## src/rtl/jpeg_pkg.sv

```systemverilog
// jpeg_pkg: shared constants and control-state type for the JPEG dequantizer slice.
package jpeg_pkg;
  localparam int BLOCK_SIZE = 64;
  localparam int NUM_QT = 4;
  localparam int COEF_W = 12;
  localparam int Q_W = 8;
  localparam int IDX_W = $clog2(BLOCK_SIZE);
  typedef enum logic [1:0] {IDLE, LOAD, RUN} state_e;
endpackage

```

## src/rtl/qt_store.sv

```systemverilog
// qt_store: quantization table memory, one write port and one registered read port.
module qt_store import jpeg_pkg::*; #(
  parameter int NUM_QT = 4,
  parameter int Q_W = 8,
  localparam int A_W = $clog2(NUM_QT) + IDX_W
) (
  input  logic           clk,
  input  logic           we,
  input  logic [A_W-1:0] waddr,
  input  logic [Q_W-1:0] wdata,
  input  logic           re,
  input  logic [A_W-1:0] raddr,
  output logic [Q_W-1:0] rdata
);
  logic [Q_W-1:0] mem [NUM_QT*BLOCK_SIZE];
  always_ff @(posedge clk) begin
    if (we) mem[waddr] <= wdata;
    if (re) rdata <= mem[raddr];
  end
endmodule

```

## src/rtl/dqt_dequantizer.sv

```systemverilog
// dqt_dequantizer: loads 8-bit quantization tables and multiplies zigzag coefficient
// blocks by the selected table through a two-stage stallable pipeline.
module dqt_dequantizer import jpeg_pkg::*; #(
  parameter int COEF_W = 12,
  parameter int Q_W = 8,
  parameter int NUM_QT = 4
) (
  input  logic                          clk,
  input  logic                          rst_n,
  input  logic                          tbl_wr_valid,
  input  logic [$clog2(NUM_QT)-1:0]     tbl_wr_id,
  input  logic [Q_W-1:0]                tbl_wr_data,
  output logic                          tbl_wr_ready,
  output logic                          tbl_done,
  output logic [NUM_QT-1:0]             tbl_loaded,
  input  logic                          coef_valid,
  output logic                          coef_ready,
  input  logic signed [COEF_W-1:0]      coef_data,
  input  logic [$clog2(NUM_QT)-1:0]     coef_tbl,
  input  logic                          coef_last,
  output logic                          out_valid,
  input  logic                          out_ready,
  output logic signed [COEF_W+Q_W-1:0]  out_data,
  output logic                          out_last,
  output logic [1:0]                    err
);
  localparam int T_W = $clog2(NUM_QT);
  state_e state_q, state_d;
  logic [IDX_W-1:0] widx_q, widx_d, cidx_q, cidx_d;
  logic [T_W-1:0] wid_q, wid_d, sel_q, sel_d, wr_tid, rd_tid;
  logic [NUM_QT-1:0] loaded_q, loaded_d;
  logic [1:0] err_q, err_d;
  logic done_q, done_d;
  logic s1_v_q, s1_last_q, s1_ld_q, s2_v_q, s2_last_q;
  logic signed [COEF_W-1:0] s1_coef_q;
  logic signed [COEF_W+Q_W-1:0] s2_p_q;
  logic [Q_W-1:0] q_rd;
  logic signed [Q_W:0] q_ext;
  logic adv, wr_acc, c_acc;
  assign adv = !(s2_v_q && !out_ready);
  assign tbl_wr_ready = state_q == LOAD;
  assign coef_ready = state_q == RUN && adv;
  assign wr_acc = tbl_wr_valid && tbl_wr_ready;
  assign c_acc = coef_valid && coef_ready;
  // Table selectors are taken from the bus only on the first beat of a table/block.
  assign wr_tid = widx_q == '0 ? tbl_wr_id : wid_q;
  assign rd_tid = cidx_q == '0 ? coef_tbl : sel_q;
  assign q_ext = s1_ld_q ? {1'b0, q_rd} : '0;
  qt_store #(.NUM_QT(NUM_QT), .Q_W(Q_W)) u_store (
    .clk(clk), .we(wr_acc), .waddr({wr_tid, widx_q}), .wdata(tbl_wr_data),
    .re(adv), .raddr({rd_tid, cidx_q}), .rdata(q_rd)
  );
  always_comb begin
    state_d = state_q;
    widx_d = widx_q;
    wid_d = wid_q;
    cidx_d = cidx_q;
    sel_d = sel_q;
    loaded_d = loaded_q;
    err_d = err_q;
    done_d = 1'b0;
    unique case (state_q)
      IDLE: state_d = (tbl_wr_valid && !s1_v_q && !s2_v_q) ? LOAD :
                      (coef_valid && !tbl_wr_valid) ? RUN : IDLE;
      LOAD: if (wr_acc) begin
        widx_d = widx_q + 1'b1;
        wid_d = wr_tid;
        if (widx_q == '1) begin
          done_d = 1'b1;
          loaded_d[wr_tid] = 1'b1;
          state_d = IDLE;
        end
      end
      RUN: if (c_acc) begin
        sel_d = rd_tid;
        cidx_d = (coef_last || cidx_q == '1) ? '0 : cidx_q + 1'b1;
        err_d = err_q | {coef_last != (cidx_q == '1), !loaded_q[rd_tid]};
        if (coef_last) state_d = IDLE;
      end
      default: state_d = IDLE;
    endcase
  end
  always_ff @(posedge clk or negedge rst_n) begin
    if (!rst_n) begin
      state_q <= IDLE;
      widx_q <= '0;
      wid_q <= '0;
      cidx_q <= '0;
      sel_q <= '0;
      loaded_q <= '0;
      err_q <= '0;
      done_q <= 1'b0;
      s1_v_q <= 1'b0;
      s1_last_q <= 1'b0;
      s1_ld_q <= 1'b0;
      s1_coef_q <= '0;
      s2_v_q <= 1'b0;
      s2_last_q <= 1'b0;
      s2_p_q <= '0;
    end else begin
      state_q <= state_d;
      widx_q <= widx_d;
      wid_q <= wid_d;
      cidx_q <= cidx_d;
      sel_q <= sel_d;
      loaded_q <= loaded_d;
      err_q <= err_d;
      done_q <= done_d;
      if (adv) begin
        s1_v_q <= c_acc;
        s1_last_q <= coef_last;
        s1_ld_q <= loaded_q[rd_tid];
        s1_coef_q <= coef_data;
        s2_v_q <= s1_v_q;
        s2_last_q <= s1_last_q;
        s2_p_q <= s1_coef_q * q_ext;
      end
    end
  end
  assign tbl_done = done_q;
  assign tbl_loaded = loaded_q;
  assign err = err_q;
  assign out_valid = s2_v_q;
  assign out_data = s2_p_q;
  assign out_last = s2_last_q;
endmodule
```

## config.mk

```make
export PLATFORM = sky130hd
export DESIGN_NAME = dqt_dequantizer
export DESIGN_NICKNAME = d
export VERILOG_FILES = /design/src/rtl/jpeg_pkg.sv /design/src/rtl/qt_store.sv /design/src/rtl/dqt_dequantizer.sv
export SDC_FILE = /design/constraint.sdc
export NUM_CORES = 2
export LEC_CHECK = 0
export CAP_MARGIN = 10
export CORE_MARGIN = 3
export CORE_UTILIZATION = 35
export DETAILED_ROUTE_END_ITERATION = 10
export PLACE_DENSITY = 0.47
export SLEW_MARGIN = 20
export SYNTH_ARGS = -nofsm -noshare
export SYNTH_HDL_FRONTEND = slang
export SYNTH_SLANG_ARGS = --single-unit
```

## constraint.sdc

```tcl
create_clock -name clk -period 5.55 [get_ports clk]
set_input_delay 1.11 -clock clk [delete_from_list [all_inputs] [get_ports clk]]
set_output_delay 1.11 -clock clk [all_outputs]
set_load 0.1 [all_outputs]
```

Yosys cells after proc, flatten, opt, wreduce, memory -nomap -nowiden. Memory sizes are Yosys's and may differ from the RTL's. A register that Yosys moved wholly into a read port is not among the register bits. Cells that the tools add are included.

Bits in registers: 62. Latch bits: 0. Memory bits (writable): 2048. Bits in read-only memories: 0. Input bits: 30. Output and inout port bits: 31. Word-level logic and storage cells: 76. Memories kept: 1.

Add/subtract/negate cells: 2. Multiply operators: 1. Div/mod/pow operators: 0. Magnitude comparators: 3. Equal/unequal tests: 9. Shifts and indexed selects: 0. Mux-type cells: 20. Bitwise operators: 2. Reductions and logical operators: 23.

Memory list: u_store.mem (words 256, width 8, rd ports 1, clocked after memory_dff 1, write ports 1, line qt_store.sv:15) `logic [Q_W-1:0] mem [NUM_QT*BLOCK_SIZE];`.

Operators with widths (number): 12-bit by 9-bit multiplier with 20-bit output (1); 2-bit two-way mux (8); 6-bit by 1-bit adder with 6-bit output (second input constant) (2); 6-bit == test (second input constant) (2); 6-bit zero test (2); 1-bit logical AND (8); 8-bit two-way mux (1); 1-bit zero test (7); 1-bit two-way mux (7); 2-bit by 3-bit less-than comparator with 1-bit output (second input constant) (2); 6-bit two-way mux (1); 2-bit case mux with 3 select lines (1); 2-bit by 1-bit inequality test with 1-bit output (second input constant) (2); 2-bit inequality test (second input constant) (2); 4-bit bitwise OR (1); 2-bit AND reduction (2); 4-bit AND reduction (1); 3-bit AND reduction (1); 1-bit binary-select mux with 2-bit select (1); 1-bit demux with 2-bit select (1); 2-bit by 1-bit == test with 1-bit output (second input constant) (1); 2-bit == test (second input constant) (1); 2-bit by 1-bit >= comparator with 1-bit output (second input constant) (1); 2-bit zero test (1); 3 further kinds (3).

Depth between registers and ports, before layout.
Depth in word-level cells: 7. Mapped depth: 19. Mapped depth without buffers: 18.

Modules after synthesis. A second synthesis with hierarchy kept.

Cells, all modules: 4444. Area total of the unflattened synthesis: 85881.1 sq um.

Modules (own cells, without submodules): qt_store (instances 1, cells each 3733, area an instance 79636.4 sq um, seq. area each 61739.2 sq um); dqt_dequantizer (instances 1, cells each 711, area an instance 6244.7 sq um, seq. area each 1551.5 sq um).

Worst setup path before layout. OpenSTA, ideal clock, no wires.

Path type: input-to-output. From: input port out_ready. To: output port coef_ready. Data arrival time: 3.638 ns. Setup slack: 0.802 ns. Stages: 3. Path buffers: 1. Cells stage by stage: nor2b_1 -> clkbuf_1 -> nor3b_1.

Word-level cells in the longest chain between the ends: 4.

Ends and longest elaborated chain: start: declaration (line dqt_dequantizer.sv:22) `input logic out_ready,`; 1-bit zero test (line dqt_dequantizer.sv:40) `assign adv = !(s2_v_q && !out_ready);`; 1-bit logical AND (line dqt_dequantizer.sv:40); 1-bit zero test (line dqt_dequantizer.sv:40); 1-bit logical AND (line dqt_dequantizer.sv:42) `assign coef_ready = state_q == RUN && adv;`; end: declaration (line dqt_dequantizer.sv:17) `output logic coef_ready,`.

No other way between the ends.

Worst setup path after layout.
From: register s1_ld_q. To: register s2_p_q[17] (netlist: out_data[17]).

Word-level cells in the longest chain between the ends: 2.

Ends and longest elaborated chain: start: declaration (line dqt_dequantizer.sv:34) `logic s1_v_q, s1_last_q, s1_ld_q, s2_v_q, s2_last_q;`; start signal: assignment (line dqt_dequantizer.sv:112) `s1_ld_q <= loaded_q[rd_tid];`; 8-bit two-way mux (line dqt_dequantizer.sv:48) `assign q_ext = s1_ld_q ? {1'b0, q_rd} : '0;`; 12-bit by 9-bit multiplier with 20-bit output (line dqt_dequantizer.sv:116) `s2_p_q <= s1_coef_q * q_ext;`; end signal: assignment (line dqt_dequantizer.sv:116); end: declaration (line dqt_dequantizer.sv:36) `logic signed [COEF_W+Q_W-1:0] s2_p_q;`.

No other way between the ends. A chain may end at the register's enable or synchronous reset.

==> run summary <==
status -> finished, final reports clean
sequential cell area fraction in the yosys report -> 0.7423
area post-placement -> 91430 sq um
CTS Hold Bufs -> 0
CP startpoint kind -> register
clk root buf -> clkbuf_16
power per cell area -> 462.3 nW/um^2
wirelength, routed -> 231.3 mm
number of setup buffers added after CTS -> 0
DR iter-0 viols -> 3690
Yosys top cell by area -> edfxtp_1
Yosys Warn Count -> 0
WL/cell -> 29.86 um
post-route cell area -> 98630 sq um
worst min-delay path class -> in2async
CTS Buffer Depth -> 3
TritonRoute pass-1 iters -> 5
Setup crit end kind -> register
gr usage total -> 0.1855
post-cts sizing count -> 0
Routed Antenna Nets -> 0
Mapped Area -> 85260 sq um
CP Data Arrival Time -> 5890 ps
share of cells above drive strength 1 -> 0.2791
Detailed Place HPWL -> 143.6 mm
Initial Utilization -> 0.3532
CP Buf/Inv Count -> 4
Synth cell types -> 57
Mean Syn Cell Area -> 21.12 sq um
slowest stage delay, CP -> 490 ps
max-cap violation count -> 0
Final Hold Fails -> 0
Area growth syn-to-layout -> 15.67%
worst vdd ir -> 0.0003932 V
core area -> 241400 sq um
TritonCTS clock tree -> done
largest net degree at the start of global routing -> 130
DP Worst Slack -> 248.3 ps
Post-Syn Instances -> 4037
initial antenna violation count -> 13
IO Count -> 61
nets -> 4522
Chip Width -> 499.6 um
Crit Path Max Fanout -> 29
slowest cell on the critical path -> fa_1
fin crit period -> 5158 ps
grt ovf -> 0
Worst Path Required -> 6290 ps
fmax -> 193.9 MHz
most used cell, CP -> fa_1
Sum Neg Setup Slack -> 0 ps
Setup Skew -> 37.75 ps
clk_lat worst skew -> 850 ps
first-pass GRT wire length -> 331.1 mm
Crit Path Class -> reg2reg
clock sink count -> 2118
top cells by area in the synthesized netlist -> edfxtp_1, mux4_2, dfrtp_1
Synth Register Bits -> 2118
Slew Limit Fails -> 0
Slew headroom -> 0.2818
Via Count -> 40780
clk slew on worst S/H paths -> 60 ps
CP delay by family, top -> adder cells
static leakage -> 31.25 nW
Final setup viols -> 0
top cell type's share of synthesized area -> 0.7241
port buffer count -> 60
vias in the first global route -> 42720
R2R Setup Slk -> 390 ps
Final Cycle Share -> 0.9294
crit path cell chain -> buf_4, and2_2, nand2_1, fa_1, inv_1, fa_1, inv_1, fa_1, fa_1, inv_1, ha_1, o21ai_0, o21ai_0, a21oi_1, nor3_1, o31ai_1, nor3b_1, o31ai_1
RSZ-0062 raised after global routing -> no
Synth Flop Type -> edfxtp_1
Tightest Pin Transition -> 1074 ps
vias per std cell -> 5.265
Post-Synthesis Net Count -> 4189
CTS H-Tree Depth -> 4
number of enable flip-flop cells after synthesis -> 2056
row count -> 180
routability cong. -> 0.7873
total CTS buffers -> 223
die area -> 249600 sq um
Synth async-reset ratio -> 0.02927
Die H -> 499.6 um
final worst-path setup slack -> 391.6 ps
drt drc -> 0
fill cell count -> 21330
-- cells in the final DEF, fill, tap and decap left out, types with 11 or more instances in the layout --
master,synthesis,layout
nor3_1,11,11
buf_4,7,244
clkinv_2,0,45
nand3_2,0,12
a22o_1,13,13
clkbuf_1,118,49
clkdlybuf4s50_1,0,50
o21ai_0,27,27
mux4_2,629,629
buf_12,0,34
fa_1,76,76
inv_1,129,129
a21oi_1,23,23
clkbuf_16,0,228
nand3_1,34,22
nor2_1,286,284
mux2i_1,19,19
a221oi_1,13,13
dfrtp_1,62,58
edfxtp_1,2056,2056
nand2_1,170,170
a22oi_1,33,33
clkinv_1,1,46
xnor2_1,14,14
bufinv_16,0,20
and3_1,45,45
ha_1,46,46
-- where the power goes --
part	switching (W)	total [W]	leakage, nW	internal (W)
registers	0.000430	0.0183	19.3	0.0179
clock network	0.00623	0.0147	3.53	0.00850
logic	0.00717	0.0126	8.47	0.00541
-- metrics by stage --
stage | util | power (W) | instances | hold WS, ps
after global placement | 0.3787 | 0.03148 | 7330 | 452.8
final | 0.4085 | 0.04560 | 7746 | 139.6
after floorplan | - | 0.02684 | 4037 | 446.1
after CTS | 0.4084 | 0.04626 | 7742 | 74.64
after detailed placement | 0.3787 | 0.03145 | 7330 | 455.4
after global routing | 0.4085 | 0.04760 | 7743 | 104.8
-- path summary, 6_finish.rpt --
kind | end | start | depth (start not counted)
hold / removal | out_data[2]$_DFFE_PN0N_ | rst_n | 1
min in group clk | out_data[0]$_DFFE_PN0N_ | out_data[0]$_DFFE_PN0N_ | 2
setup / recovery | out_data[17]$_DFFE_PN0N_ | s1_ld_q$_DFFE_PN0N_ | 18
setup reg to reg | out_data[17]$_DFFE_PN0N_ | s1_ld_q$_DFFE_PN0N_ | 18
max in group asynchronous | cidx_q[1]$_DFFE_PN0P_ | rst_n | 2
hold reg to reg | out_data[0]$_DFFE_PN0N_ | out_data[0]$_DFFE_PN0N_ | 2
-- per-layer routing --
metal / part of all wire / vias up / GRT usage
li1: - / 17200 / -
met1: 0.43 / 22250 / 0.2578
met2: 0.50 / 1048 / 0.3083
met3: 0.047 / 280 / 0.02821
met4: 0.023 / 0 / 0.04376
met5: 0 / - / 0
-- cells by family after synthesis --
kind of cell	Yosys count	share of synthesized area
buffers and inverters	358	0.01817
muxes	653	0.1690
adders and majority gates	122	0.02459
AOI/OAI and AO/OA	162	0.01335
xor gates and xnor gates	16	0.001644
DFF	2118	0.7423
and+or+nand+nor	608	0.03092
-- cell usage after synthesis, types with 27 or more instances --
cell / n
a22oi_1: 33
and3_1: 45
buf_1: 35
buf_2: 53
clkbuf_1: 118
dfrtp_1: 62
edfxtp_1: 2056
fa_1: 76
ha_1: 46
inv_1: 129
mux4_2: 629
nand2_1: 170
nand3_1: 34
nor2_1: 286
o21ai_0: 27
-- sequential cells by signal, indices dropped and copies added (netlist names), 4 cells and up --
name / count
u_store.mem: 2048
out_data: 20
s1_coef_q: 12
u_store.rdata: 8
cidx_q: 6
widx_q: 6
tbl_loaded: 4
-- final cells by class --
cell class	instances	area [sq um]	share of cell area
diodes	4	10.01	0.0001015
clock buffers	282	5958	0.06041
clock inverters	130	1221	0.01238
inverters	130	488.0	0.004948
multi-input cells	1561	20520	0.2081
flip-flops and latches	2118	63310	0.6419
well taps	3185	3985	0.04041
repair buffers	336	3133	0.03177
(Power assumes the default switching activity.)
